**config.mk**
```make
export PLATFORM = sky130hd
export DESIGN_NAME = tcl_tx_merge_flat
export DESIGN_NICKNAME = d
export VERILOG_FILES = /design/src/rtl/tcl_tx_merge_if.sv /design/src/rtl/tcl_tx_merge.sv /design/src/flat_wrapper.sv
export SDC_FILE = /design/constraint.sdc
export NUM_CORES = 1
export LEC_CHECK = 0
export ABC_CLOCK_PERIOD_IN_PS = 3300
export CORE_ASPECT_RATIO = 1.75
export CORE_MARGIN = 1
export CORE_UTILIZATION = 25
export DETAILED_ROUTE_END_ITERATION = 12
export SETUP_SLACK_MARGIN = 0.4
export SLEW_MARGIN = 20
export SYNTH_ARGS = -nofsm -noshare
export SYNTH_HDL_FRONTEND = slang
export SYNTH_SLANG_ARGS = --single-unit
```
**constraint.sdc**
```tcl
create_clock -name clk -period 3.3 [get_ports clk]
set_input_delay 0.66 -clock clk [delete_from_list [all_inputs] [get_ports clk]]
set_output_delay 0.66 -clock clk [all_outputs]
set_load 0.05 [all_outputs]
```
**src/rtl/tcl_tx_merge_if.sv**
```systemverilog
// Purpose: client, link and status signal bundle for tcl_tx_merge (clock/reset stay outside).
// Latency: n/a (wiring only).
// Backpressure: full0..full3 throttle the port clients; pop_out is the link-side read strobe.
// Ports: init/umbral_* (control), push*/data*/full* (per-port write side),
//        pop_out/data_out/empty_out/almost_* (link read side), req/idx/counter_* (counter read), state.
interface tcl_tx_merge_if #(
  parameter int DW = 12
);
  logic          init;
  logic [2:0]    umbral_alto;
  logic [2:0]    umbral_bajo;
  logic          push0, push1, push2, push3;
  logic [DW-1:0] data0, data1, data2, data3;
  logic          full0, full1, full2, full3;
  logic          pop_out;
  logic [DW-1:0] data_out;
  logic          empty_out;
  logic          almost_empty_out;
  logic          almost_full_out;
  logic          req;
  logic [2:0]    idx;
  logic [4:0]    counter_out;
  logic          counter_valid;
  logic [3:0]    state;

  // Driver side (port clients, link and management)
  modport master (
    output init, umbral_alto, umbral_bajo,
    output push0, push1, push2, push3, data0, data1, data2, data3,
    input  full0, full1, full2, full3,
    output pop_out,
    input  data_out, empty_out, almost_empty_out, almost_full_out,
    output req, idx,
    input  counter_out, counter_valid, state
  );

  // Merge block side
  modport slave (
    input  init, umbral_alto, umbral_bajo,
    input  push0, push1, push2, push3, data0, data1, data2, data3,
    output full0, full1, full2, full3,
    input  pop_out,
    output data_out, empty_out, almost_empty_out, almost_full_out,
    input  req, idx,
    output counter_out, counter_valid, state
  );
endinterface

```
**src/rtl/tcl_tx_merge.sv**
```systemverilog
// Purpose: merges four per-port 4-deep FIFOs round-robin into one 8-deep link FIFO, tagging bits [11:10] with the port.
// Latency: push at edge N into an idle block -> grant at N+1 -> output FIFO write at N+2.
// Backpressure: grants stop once output occupancy (incl. pipeline word) reaches umbral_alto; full ports drop pushes.
// Ports: clk, reset (async active-low), bus (tcl_tx_merge_if.slave): control/thresholds, 4 write ports,
//        link read port with flags, counter read port, one-hot state.
module tcl_tx_merge #(
  parameter int DW     = 12,
  parameter int IN_AW  = 2,
  parameter int OUT_AW = 3
) (
  input  logic          clk,
  input  logic          reset,
  tcl_tx_merge_if.slave bus
);
  localparam int NP        = 4;
  localparam int NCNT      = 5;
  localparam int IN_DEPTH  = 1 << IN_AW;
  localparam int OUT_DEPTH = 1 << OUT_AW;
  localparam logic [IN_AW:0] IN_FULL = (IN_AW+1)'(IN_DEPTH);

  typedef enum logic [3:0] {
    ST_RESET  = 4'b0001,
    ST_INIT   = 4'b0010,
    ST_IDLE   = 4'b0100,
    ST_ACTIVE = 4'b1000
  } state_t;

  state_t            state_q, state_d;
  logic [2:0]        alto_q, alto_d, bajo_q, bajo_d;
  logic [DW-1:0]     in_mem_q  [NP][IN_DEPTH];
  logic [DW-1:0]     in_mem_d  [NP][IN_DEPTH];
  logic [IN_AW-1:0]  in_wr_q [NP], in_wr_d [NP], in_rd_q [NP], in_rd_d [NP];
  logic [IN_AW:0]    in_cnt_q [NP], in_cnt_d [NP];
  logic              pipe_vld_q, pipe_vld_d;
  logic [DW-1:0]     pipe_dat_q, pipe_dat_d;
  logic [1:0]        rr_q, rr_d;
  logic [DW-1:0]     out_mem_q [OUT_DEPTH];
  logic [DW-1:0]     out_mem_d [OUT_DEPTH];
  logic [OUT_AW-1:0] out_wr_q, out_wr_d, out_rd_q, out_rd_d;
  logic [OUT_AW:0]   out_cnt_q, out_cnt_d;
  logic [DW-1:0]     data_out_q, data_out_d;
  logic [4:0]        cnt_q [NCNT], cnt_d [NCNT];
  logic [4:0]        cnt_out_q, cnt_out_d;
  logic              cnt_vld_q, cnt_vld_d;

  logic [NP-1:0]     push_v, in_full, in_nempty, acc, grant;
  logic [DW-1:0]     data_v [NP];
  logic [DW-1:0]     head;
  logic [OUT_AW+1:0] occ;
  logic [1:0]        win, cand;
  logic              found, grant_ok, push_en, pop_ok;
  logic              unused_head_tag;

  assign push_v    = {bus.push3, bus.push2, bus.push1, bus.push0};
  assign data_v[0] = bus.data0;
  assign data_v[1] = bus.data1;
  assign data_v[2] = bus.data2;
  assign data_v[3] = bus.data3;

  always_comb begin
    for (int i = 0; i < NP; i++) begin
      in_full[i]   = (in_cnt_q[i] == IN_FULL);
      in_nempty[i] = (in_cnt_q[i] != '0);
    end
  end

  // Round-robin search starts one past the last winner. Occupancy counts the
  // pipeline word so the output FIFO can never be over-committed.
  always_comb begin
    occ      = (OUT_AW+2)'(out_cnt_q) + (OUT_AW+2)'(pipe_vld_q);
    grant_ok = (state_q == ST_ACTIVE) && (|in_nempty) && (occ < (OUT_AW+2)'(alto_q));
    win      = rr_q;
    cand     = rr_q;
    found    = 1'b0;
    for (int k = 1; k <= NP; k++) begin
      cand = rr_q + 2'(k);
      if (!found && in_nempty[cand]) begin
        win   = cand;
        found = 1'b1;
      end
    end
    grant = '0;
    if (grant_ok) grant[win] = 1'b1;
    head = in_mem_q[win][in_rd_q[win]];
  end

  // The client's own bits [11:10] are replaced by the port tag.
  assign unused_head_tag = ^head[DW-1:DW-2];

  // A full port may still accept when it is popped in the same cycle.
  assign push_en = (state_q == ST_IDLE) || (state_q == ST_ACTIVE);
  assign acc     = push_v & {NP{push_en}} & (~in_full | grant);
  assign pop_ok  = bus.pop_out && (out_cnt_q != '0) && (state_q != ST_RESET);

  always_comb begin
    in_mem_d = in_mem_q;
    in_wr_d  = in_wr_q;
    in_rd_d  = in_rd_q;
    in_cnt_d = in_cnt_q;
    for (int i = 0; i < NP; i++) begin
      if (acc[i]) begin
        in_mem_d[i][in_wr_q[i]] = data_v[i];
        in_wr_d[i]              = in_wr_q[i] + 1'b1;
      end
      if (grant[i]) in_rd_d[i] = in_rd_q[i] + 1'b1;
      in_cnt_d[i] = in_cnt_q[i] + (IN_AW+1)'(acc[i]) - (IN_AW+1)'(grant[i]);
    end

    pipe_vld_d = grant_ok;
    pipe_dat_d = pipe_dat_q;
    rr_d       = rr_q;
    if (grant_ok) begin
      pipe_dat_d = {win, head[DW-3:0]};
      rr_d       = win;
    end

    // The pipeline word is always drained, whatever the state, so INIT keeps it.
    out_mem_d  = out_mem_q;
    out_wr_d   = out_wr_q;
    out_rd_d   = out_rd_q;
    data_out_d = data_out_q;
    if (pipe_vld_q) begin
      out_mem_d[out_wr_q] = pipe_dat_q;
      out_wr_d            = out_wr_q + 1'b1;
    end
    if (pop_ok) begin
      data_out_d = out_mem_q[out_rd_q];
      out_rd_d   = out_rd_q + 1'b1;
    end
    out_cnt_d = out_cnt_q + (OUT_AW+1)'(pipe_vld_q) - (OUT_AW+1)'(pop_ok);

    cnt_d = cnt_q;
    if ((state_q == ST_RESET) || (state_q == ST_INIT)) begin
      for (int k = 0; k < NCNT; k++) cnt_d[k] = '0;
    end else begin
      for (int i = 0; i < NP; i++) cnt_d[i] = cnt_q[i] + 5'(acc[i]);
      cnt_d[NP] = cnt_q[NP] + 5'(pop_ok);
    end

    cnt_vld_d = 1'b0;
    cnt_out_d = cnt_out_q;
    if ((state_q == ST_IDLE) && bus.req) begin
      cnt_vld_d = 1'b1;
      case (bus.idx)
        3'd0:    cnt_out_d = cnt_q[0];
        3'd1:    cnt_out_d = cnt_q[1];
        3'd2:    cnt_out_d = cnt_q[2];
        3'd3:    cnt_out_d = cnt_q[3];
        3'd4:    cnt_out_d = cnt_q[4];
        default: cnt_out_d = '0;
      endcase
    end

    alto_d = alto_q;
    bajo_d = bajo_q;
    if (state_q == ST_INIT) begin
      alto_d = bus.umbral_alto;
      bajo_d = bus.umbral_bajo;
    end

    // An accepted push counts as pending work so a word pushed into an idle
    // block is granted on the very next edge.
    state_d = state_q;
    case (state_q)
      ST_RESET: state_d = ST_INIT;
      ST_INIT:  if (!bus.init) state_d = ST_IDLE;
      ST_IDLE: begin
        if (bus.init)                     state_d = ST_INIT;
        else if ((|in_nempty) || (|acc)) state_d = ST_ACTIVE;
      end
      ST_ACTIVE: begin
        if (bus.init) state_d = ST_INIT;
        else if (!(|in_nempty) && !(|acc) && !pipe_vld_q && (out_cnt_q == '0))
          state_d = ST_IDLE;
      end
      default: state_d = ST_RESET;
    endcase
  end

  always_ff @(posedge clk or negedge reset) begin
    if (!reset) begin
      state_q    <= ST_RESET;
      alto_q     <= '0;
      bajo_q     <= '0;
      pipe_vld_q <= 1'b0;
      pipe_dat_q <= '0;
      rr_q       <= 2'd3;
      out_wr_q   <= '0;
      out_rd_q   <= '0;
      out_cnt_q  <= '0;
      data_out_q <= '0;
      cnt_out_q  <= '0;
      cnt_vld_q  <= 1'b0;
      for (int i = 0; i < NP; i++) begin
        in_wr_q[i]  <= '0;
        in_rd_q[i]  <= '0;
        in_cnt_q[i] <= '0;
      end
      for (int k = 0; k < NCNT; k++) cnt_q[k] <= '0;
    end else begin
      state_q    <= state_d;
      alto_q     <= alto_d;
      bajo_q     <= bajo_d;
      pipe_vld_q <= pipe_vld_d;
      pipe_dat_q <= pipe_dat_d;
      rr_q       <= rr_d;
      out_wr_q   <= out_wr_d;
      out_rd_q   <= out_rd_d;
      out_cnt_q  <= out_cnt_d;
      data_out_q <= data_out_d;
      cnt_out_q  <= cnt_out_d;
      cnt_vld_q  <= cnt_vld_d;
      in_wr_q    <= in_wr_d;
      in_rd_q    <= in_rd_d;
      in_cnt_q   <= in_cnt_d;
      cnt_q      <= cnt_d;
    end
  end

  // Storage arrays need no reset: pointers and counts define what is valid.
  always_ff @(posedge clk) begin
    in_mem_q  <= in_mem_d;
    out_mem_q <= out_mem_d;
  end

  assign bus.full0            = in_full[0];
  assign bus.full1            = in_full[1];
  assign bus.full2            = in_full[2];
  assign bus.full3            = in_full[3];
  assign bus.data_out         = data_out_q;
  assign bus.empty_out        = (out_cnt_q == '0);
  assign bus.almost_empty_out = (out_cnt_q <= (OUT_AW+1)'(bajo_q));
  assign bus.almost_full_out  = (out_cnt_q >= (OUT_AW+1)'(alto_q));
  assign bus.counter_out      = cnt_out_q;
  assign bus.counter_valid    = cnt_vld_q;
  assign bus.state            = state_q;
endmodule

```
**src/flat_wrapper.sv**
```systemverilog
// flat-port wrapper written by rule: the top's interface ports become plain ports
module tcl_tx_merge_flat 
#(
  parameter int DW     = 12,
  parameter int IN_AW  = 2,
  parameter int OUT_AW = 3
)
  (clk, reset, bus_init, bus_umbral_alto, bus_umbral_bajo, bus_push0, bus_push1, bus_push2, bus_push3, bus_data0, bus_data1, bus_data2, bus_data3, bus_full0, bus_full1, bus_full2, bus_full3, bus_pop_out, bus_data_out, bus_empty_out, bus_almost_empty_out, bus_almost_full_out, bus_req, bus_idx, bus_counter_out, bus_counter_valid, bus_state);
  tcl_tx_merge_if #(.DW(DW)) bus_i ();
  input  logic clk;
  input  logic reset;
  input wire logic [$bits(bus_i.init)-1:0] bus_init;
  input wire logic [$bits(bus_i.umbral_alto)-1:0] bus_umbral_alto;
  input wire logic [$bits(bus_i.umbral_bajo)-1:0] bus_umbral_bajo;
  input wire logic [$bits(bus_i.push0)-1:0] bus_push0;
  input wire logic [$bits(bus_i.push1)-1:0] bus_push1;
  input wire logic [$bits(bus_i.push2)-1:0] bus_push2;
  input wire logic [$bits(bus_i.push3)-1:0] bus_push3;
  input wire logic [$bits(bus_i.data0)-1:0] bus_data0;
  input wire logic [$bits(bus_i.data1)-1:0] bus_data1;
  input wire logic [$bits(bus_i.data2)-1:0] bus_data2;
  input wire logic [$bits(bus_i.data3)-1:0] bus_data3;
  output wire logic [$bits(bus_i.full0)-1:0] bus_full0;
  output wire logic [$bits(bus_i.full1)-1:0] bus_full1;
  output wire logic [$bits(bus_i.full2)-1:0] bus_full2;
  output wire logic [$bits(bus_i.full3)-1:0] bus_full3;
  input wire logic [$bits(bus_i.pop_out)-1:0] bus_pop_out;
  output wire logic [$bits(bus_i.data_out)-1:0] bus_data_out;
  output wire logic [$bits(bus_i.empty_out)-1:0] bus_empty_out;
  output wire logic [$bits(bus_i.almost_empty_out)-1:0] bus_almost_empty_out;
  output wire logic [$bits(bus_i.almost_full_out)-1:0] bus_almost_full_out;
  input wire logic [$bits(bus_i.req)-1:0] bus_req;
  input wire logic [$bits(bus_i.idx)-1:0] bus_idx;
  output wire logic [$bits(bus_i.counter_out)-1:0] bus_counter_out;
  output wire logic [$bits(bus_i.counter_valid)-1:0] bus_counter_valid;
  output wire logic [$bits(bus_i.state)-1:0] bus_state;
  assign bus_i.init = bus_init;
  assign bus_i.umbral_alto = bus_umbral_alto;
  assign bus_i.umbral_bajo = bus_umbral_bajo;
  assign bus_i.push0 = bus_push0;
  assign bus_i.push1 = bus_push1;
  assign bus_i.push2 = bus_push2;
  assign bus_i.push3 = bus_push3;
  assign bus_i.data0 = bus_data0;
  assign bus_i.data1 = bus_data1;
  assign bus_i.data2 = bus_data2;
  assign bus_i.data3 = bus_data3;
  assign bus_full0 = bus_i.full0;
  assign bus_full1 = bus_i.full1;
  assign bus_full2 = bus_i.full2;
  assign bus_full3 = bus_i.full3;
  assign bus_i.pop_out = bus_pop_out;
  assign bus_data_out = bus_i.data_out;
  assign bus_empty_out = bus_i.empty_out;
  assign bus_almost_empty_out = bus_i.almost_empty_out;
  assign bus_almost_full_out = bus_i.almost_full_out;
  assign bus_i.req = bus_req;
  assign bus_i.idx = bus_idx;
  assign bus_counter_out = bus_i.counter_out;
  assign bus_counter_valid = bus_i.counter_valid;
  assign bus_state = bus_i.state;
  tcl_tx_merge #(.DW(DW), .IN_AW(IN_AW), .OUT_AW(OUT_AW)) u_core (.clk(clk), .reset(reset), .bus(bus_i));
endmodule
```
# ---- Word level (Yosys, flattened, before mapping)
# Index checks and enable logic that the tools add are counted.
dict set report word_totals {
  regBits 394
  output_inout_bits 29
  input_bits 66
  word_cells 222
}
dict set report classes {
  n_eq_ne 16
  n_reduce_logical 36
  bitwise_logic 12
  mux 54
  addsub 29
  magnitude_cmp 22
}
# operator count
set op_table {}
lappend op_table {{$bwmux W48} 4}
lappend op_table {{$bmux W48 S2} 1}
lappend op_table {{$bwmux W96} 1}
lappend op_table {{$demux W12 S2} 4}
lappend op_table {{$mux W48} 2}
lappend op_table {{$mux W12} 7}
lappend op_table {{$bmux W12 S3} 1}
lappend op_table {{$demux W12 S3} 1}
lappend op_table {{$add A5 B1 Y5} 5}
lappend op_table {{$mux W25} 1}
lappend op_table {{$pmux W5 S5} 1}
lappend op_table {{$bmux W12 S2} 1}
lappend op_table {{$mux W4} 6}
lappend op_table {{$mux W10} 2}
lappend op_table {{$add A2 B1 Y2 const B} 9}
lappend op_table {{$ge A3 B3 Y1 const B} 6}
lappend op_table {{$not A2 Y3} 6}
lappend op_table {{$logic_and A1 B1 Y1} 17}
lappend op_table {{$pmux W4 S4} 1}
lappend op_table {{$eq A3 B3 Y1 const B} 5}
lappend op_table {{$lt A2 B3 Y1 const B} 5}
lappend op_table {{$add A3 B1 Y3} 4}
lappend op_table {{$lt A3 B1 Y1 const B} 4}
lappend op_table {{$mux W2} 6}
lappend op_table {{37 further kinds} 69}

# ---- Depth between registers and ports, before layout
dict set report depth {
  ltp_word 28
  mapped_depth 17
  depth_no_buf 15
}

# ---- Least setup slack after synthesis
# OpenSTA, ideal clock, no wires.
dict set report synth_path {
  kind {register to register}
  from {register u_core.pipe_vld_q}
  to {register u_core.cnt_q[14] (netlist name)}
  path_buffers 1
  required_ps 3168
  slack_ps -19
  setup_time_ps 132
  period_less_slack_ps 3319
  arrival_time_ps 3187
  stages_incl_launch_ff 17
  path_cell_list {dfrtp_1 > ha_1 > ha_1 > xor2_1 > ha_1 > a21oi_1 > o211ai_1 > a211o_2 > nor4_2 > nand2b_1 > and3_1 > buf_2 > ha_1 > ha_1 > nand3_1 > xor2_1 > nor2_1}
}
# element line
set synth_rtl {}
lappend synth_rtl {{start: declaration} tcl_tx_merge.sv:34} ;# logic pipe_vld_q, pipe_vld_d;
lappend synth_rtl {{start signal: assignment} tcl_tx_merge.sv:204} ;# pipe_vld_q <= pipe_vld_d;
lappend synth_rtl {{end signal: assignment} tcl_tx_merge.sv:216} ;# cnt_q <= cnt_d;
lappend synth_rtl {{end: declaration} tcl_tx_merge.sv:42} ;# logic [4:0] cnt_q [NCNT], cnt_d [NCNT];

==> results.cfg <==
[status]
status = finished, final reports clean

[critical_path]
cpPeakStageDelay_ns = 0.42
path_class = flip-flop to flip-flop
cp_data_arrival_time_ns = 3.52
crit_top_cell = ha_4
end_kind = flip-flop
cp_cell_sequence = ha_4 -> ha_4 -> xor2_1 -> ha_2 -> a21oi_2 -> o211ai_1 -> a211o_4 -> buf_4 -> o31ai_4 -> and3_4 -> buf_12 -> ha_4 -> ha_4 -> nand3_2 -> xor2_1 -> nor2_1
cp_num_buf_inv = 2
critPathMaxFanout = 6
r2r_start = u_core.out_cnt_q[0]
crit_family = adder cells
cp-start-kind = flip-flop
crit_start = u_core.out_cnt_q[0]
required_ns = 3.75
slowest_stage = dfrtp_1

[drt]
firstDrtPassIters = 5
top_layer_used = met5
drtIter0Drc = 454
wl_um = 40760
vias = 9494
ant_nets = 0
vias_per_cell = 4.512
wl_per_cell_um = 19.37
wl_met3_um = 2064
m1WireLength_um = 13660
drc = 0
wl_met2_um = 23150

[die]
fp.coreArea_um2 = 61260
die_area_um2 = 63030
rows = 120
ioPinCount = 95
die_h_um = 331.4
die_w_um = 190.2
start_util = 0.2530

[clock_network]
cts_sinks = 362
cts_tree = yes
cts_root_buffer = clkbuf_16
numCtsBuffers = 29
clock_latency_ns = 0.57
ctsHoldBuffers = 0
clockBufferDepth = 3
htree_num_levels = 1
path_clk_slew_ns = 0.07

[timing]
timing.fmax_mhz = 325.5
slew_viol_final = 0
hold_viol_final = 0
worstMarginPinSlew_ns = 0.8986
setup_viol = 0
hold_ws_ns = 0.1946
finalCritPeriodShare = 0.9311
tns_ns = 0
period_needed_ns = 3.072
skew_ns = 0.01028
grt_setup_unrepaired = yes
fin_ws_ns = 0.2275
relSlewSlack = 0.4009

[grt]
groute.usage.overall = 0.1226
antenna_found_initial = 3
grt.overflow.total = 0
grt_pass1_wl_um = 58950
grt_pass1_vias = 9826
grt_max_degree = 83

[yosys]
async_reset_ff_frac = 0.2928
ys_ff_latch = 362
synth.most_common_cell = edfxtp_1
synthFlopType = edfxtp_1
yosys_warnings = 0
syn_area_um2 = 15500
yosys.area.top_type_share = 0.4960
netlist_instances = 1122
yosysTopAreaCell = edfxtp_1
syn_avg_cell_area_um2 = 13.81
synth_edf_count = 256
synthTopCellsByCount = edfxtp_1, nand2_1, dfrtp_1
ys_top_cells_by_area = edfxtp_1, dfrtp_1, nand2_1
seq_area_frac_synth = 0.6674
synth_nets = 1246
yosysUniqueCellTypes = 60

[power]
seqPwrFrac = 0.343
powerDensity_nw_per_um2 = 838.8
netSwitchingPower_mw = 6.613
vdd_drop_max_uv = 633.2
clkPwrFrac = 0.206
p_int_mw = 10.04
p_leak_nw = 7.359
p_comb_frac = 0.451
sw_frac_of_total = 0.3971

[final_layout]
layout.nets = 1411
drive_gt1_frac = 0.2160
syn_to_final_growth_pct = 28.09
final_util = 0.3241

[placement]
place_congestion = 0.7667
io_buffers = 86
pre_cts_ws_ns = 0.09969
place_hpwl_um = 26020

[worst_hold_path]
hp-class = input port to async pin

[flow_run]
cap_violations = 0
registers in the layout (all words and copies together) (netlist names), 3 cells and up:
signal,cells
u_core.cnt_q,25
u_core.bajo_q,3
u_core.in_wr_q,8
u_core.out_wr_q,3
u_core.out_mem_q,96
u_core.out_cnt_q,4
u_core.pipe_dat_q,12
u_core.alto_q,3
u_core.in_cnt_q,12
u_core.out_rd_q,3
u_core.bus.data_out,12
u_core.bus.state,4
u_core.in_rd_q,8
u_core.in_mem_q,160
u_core.bus.counter_out,5
power groups by stage:
| stage | registers (mW) | clock network, mW | logic (mW) |
|---|---|---|---|
| 2_1_floorplan | 6.01 | 0 | 4.56 |
| 3_3_place_gp | 5.77 | 0 | 6.53 |
| 3_5_place_dp | 5.80 | 0 | 6.67 |
| 4_1_cts | 5.71 | 3.52 | 7.18 |
| 5_1_grt | 5.76 | 3.65 | 8.11 |
| 6_report | 5.70 | 3.43 | 7.52 |
worst register-to-register path, cell delays in order (launching register included):
cell and delay, ns:
dfrtp_1 0.42, ha_4 0.19, ha_4 0.16, xor2_1 0.16
ha_2 0.19, a21oi_2 0.11, o211ai_1 0.12, a211o_4 0.33
buf_4 0.15, o31ai_4 0.17, and3_4 0.23, buf_12 0.15
ha_4 0.18, ha_4 0.13, nand3_2 0.07, xor2_1 0.15
nor2_1 0.05
cell families (layout without fill, tap and decap cells):
family / Yosys count / count (layout) / synth area share
mux: 61 / 61 / 0.05998
other cells: 0 / 1 / 0
simple gates: 344 / 353 / 0.1033
xor+xnor: 43 / 43 / 0.02430
flops: 362 / 362 / 0.6674
compound gates: 153 / 153 / 0.06781
fa+ha+maj: 58 / 58 / 0.04925
buf+inv: 101 / 280 / 0.02793
timing repair:
| item | CTS | global route |
|---|---|---|
| setup endpoints to repair | 196 | 209 |
| pin swaps | 14 | 26 |
| cloned | 8 | 9 |
| setup buffers | 25 | 21 |
| gates resized for setup | 69 | 54 |
cells in the final DEF (no fill, tap or decap), types with 19 or more instances in the layout:
cell,synthesis,final
buf_4,2,43
a21oi_1,28,26
dfrtp_1,103,102
xor2_1,21,21
buf_12,0,20
nand2_1,198,196
edfxtp_1,256,256
inv_1,46,39
ha_1,53,35
mux4_2,25,25
buf_6,3,22
and2_4,0,23
and3_1,28,25
xnor2_1,22,19
clkbuf_16,0,34
o21ai_0,35,35
nor2_1,32,31
o211ai_1,21,21
mux2i_1,31,31
clkdlybuf4s50_1,0,79
layer usage:
metal,up-vias,track usage
li1,4403,-
met1,4761,0.1235
met2,238,0.2358
met3,86,0.02233
met4,6,0.06009
met5,-,0
final timing paths:
| path | end | slack, ns | cells past startpoint |
|---|---|---|---|
| min in group clk | u_core.in_rd_q[5] | 0.48 | 1 |
| worst min-delay path | u_core.in_cnt_q[11] | 0.19 | 1 |
| worst max-delay path | u_core.cnt_q[9] | 0.23 | 16 |
| max in group asynchronous | u_core.bus.counter_out[0] | 2.35 | 2 |
| worst max register to register | u_core.cnt_q[9] | 0.23 | 16 |
| worst min register to register | u_core.in_rd_q[5] | 0.48 | 1 |
through the flow:
stage | instances | total power [mW] | area, um^2
after floorplan | 1122 | 10.57 | 15770
after global placement | 1986 | 12.30 | 17820
after detailed placement | 1986 | 12.47 | 17820
after CTS | 2073 | 16.41 | 19300
after global routing | 2103 | 17.52 | 19850
final | 2104 | 16.65 | 19850
layout make-up:
type                    instances  area, um^2
inverters                      47       191.4
clock buffers                  38       799.5
flip-flops and latches        362       10340
multi-input cells             668        5325
well taps                     793       992.2
diodes                          1       2.502
fillers                      5992       41410
clock inverters                16       117.6
repair buffers                179        2079
Note: power is estimated with default switching activity, not from simulation.
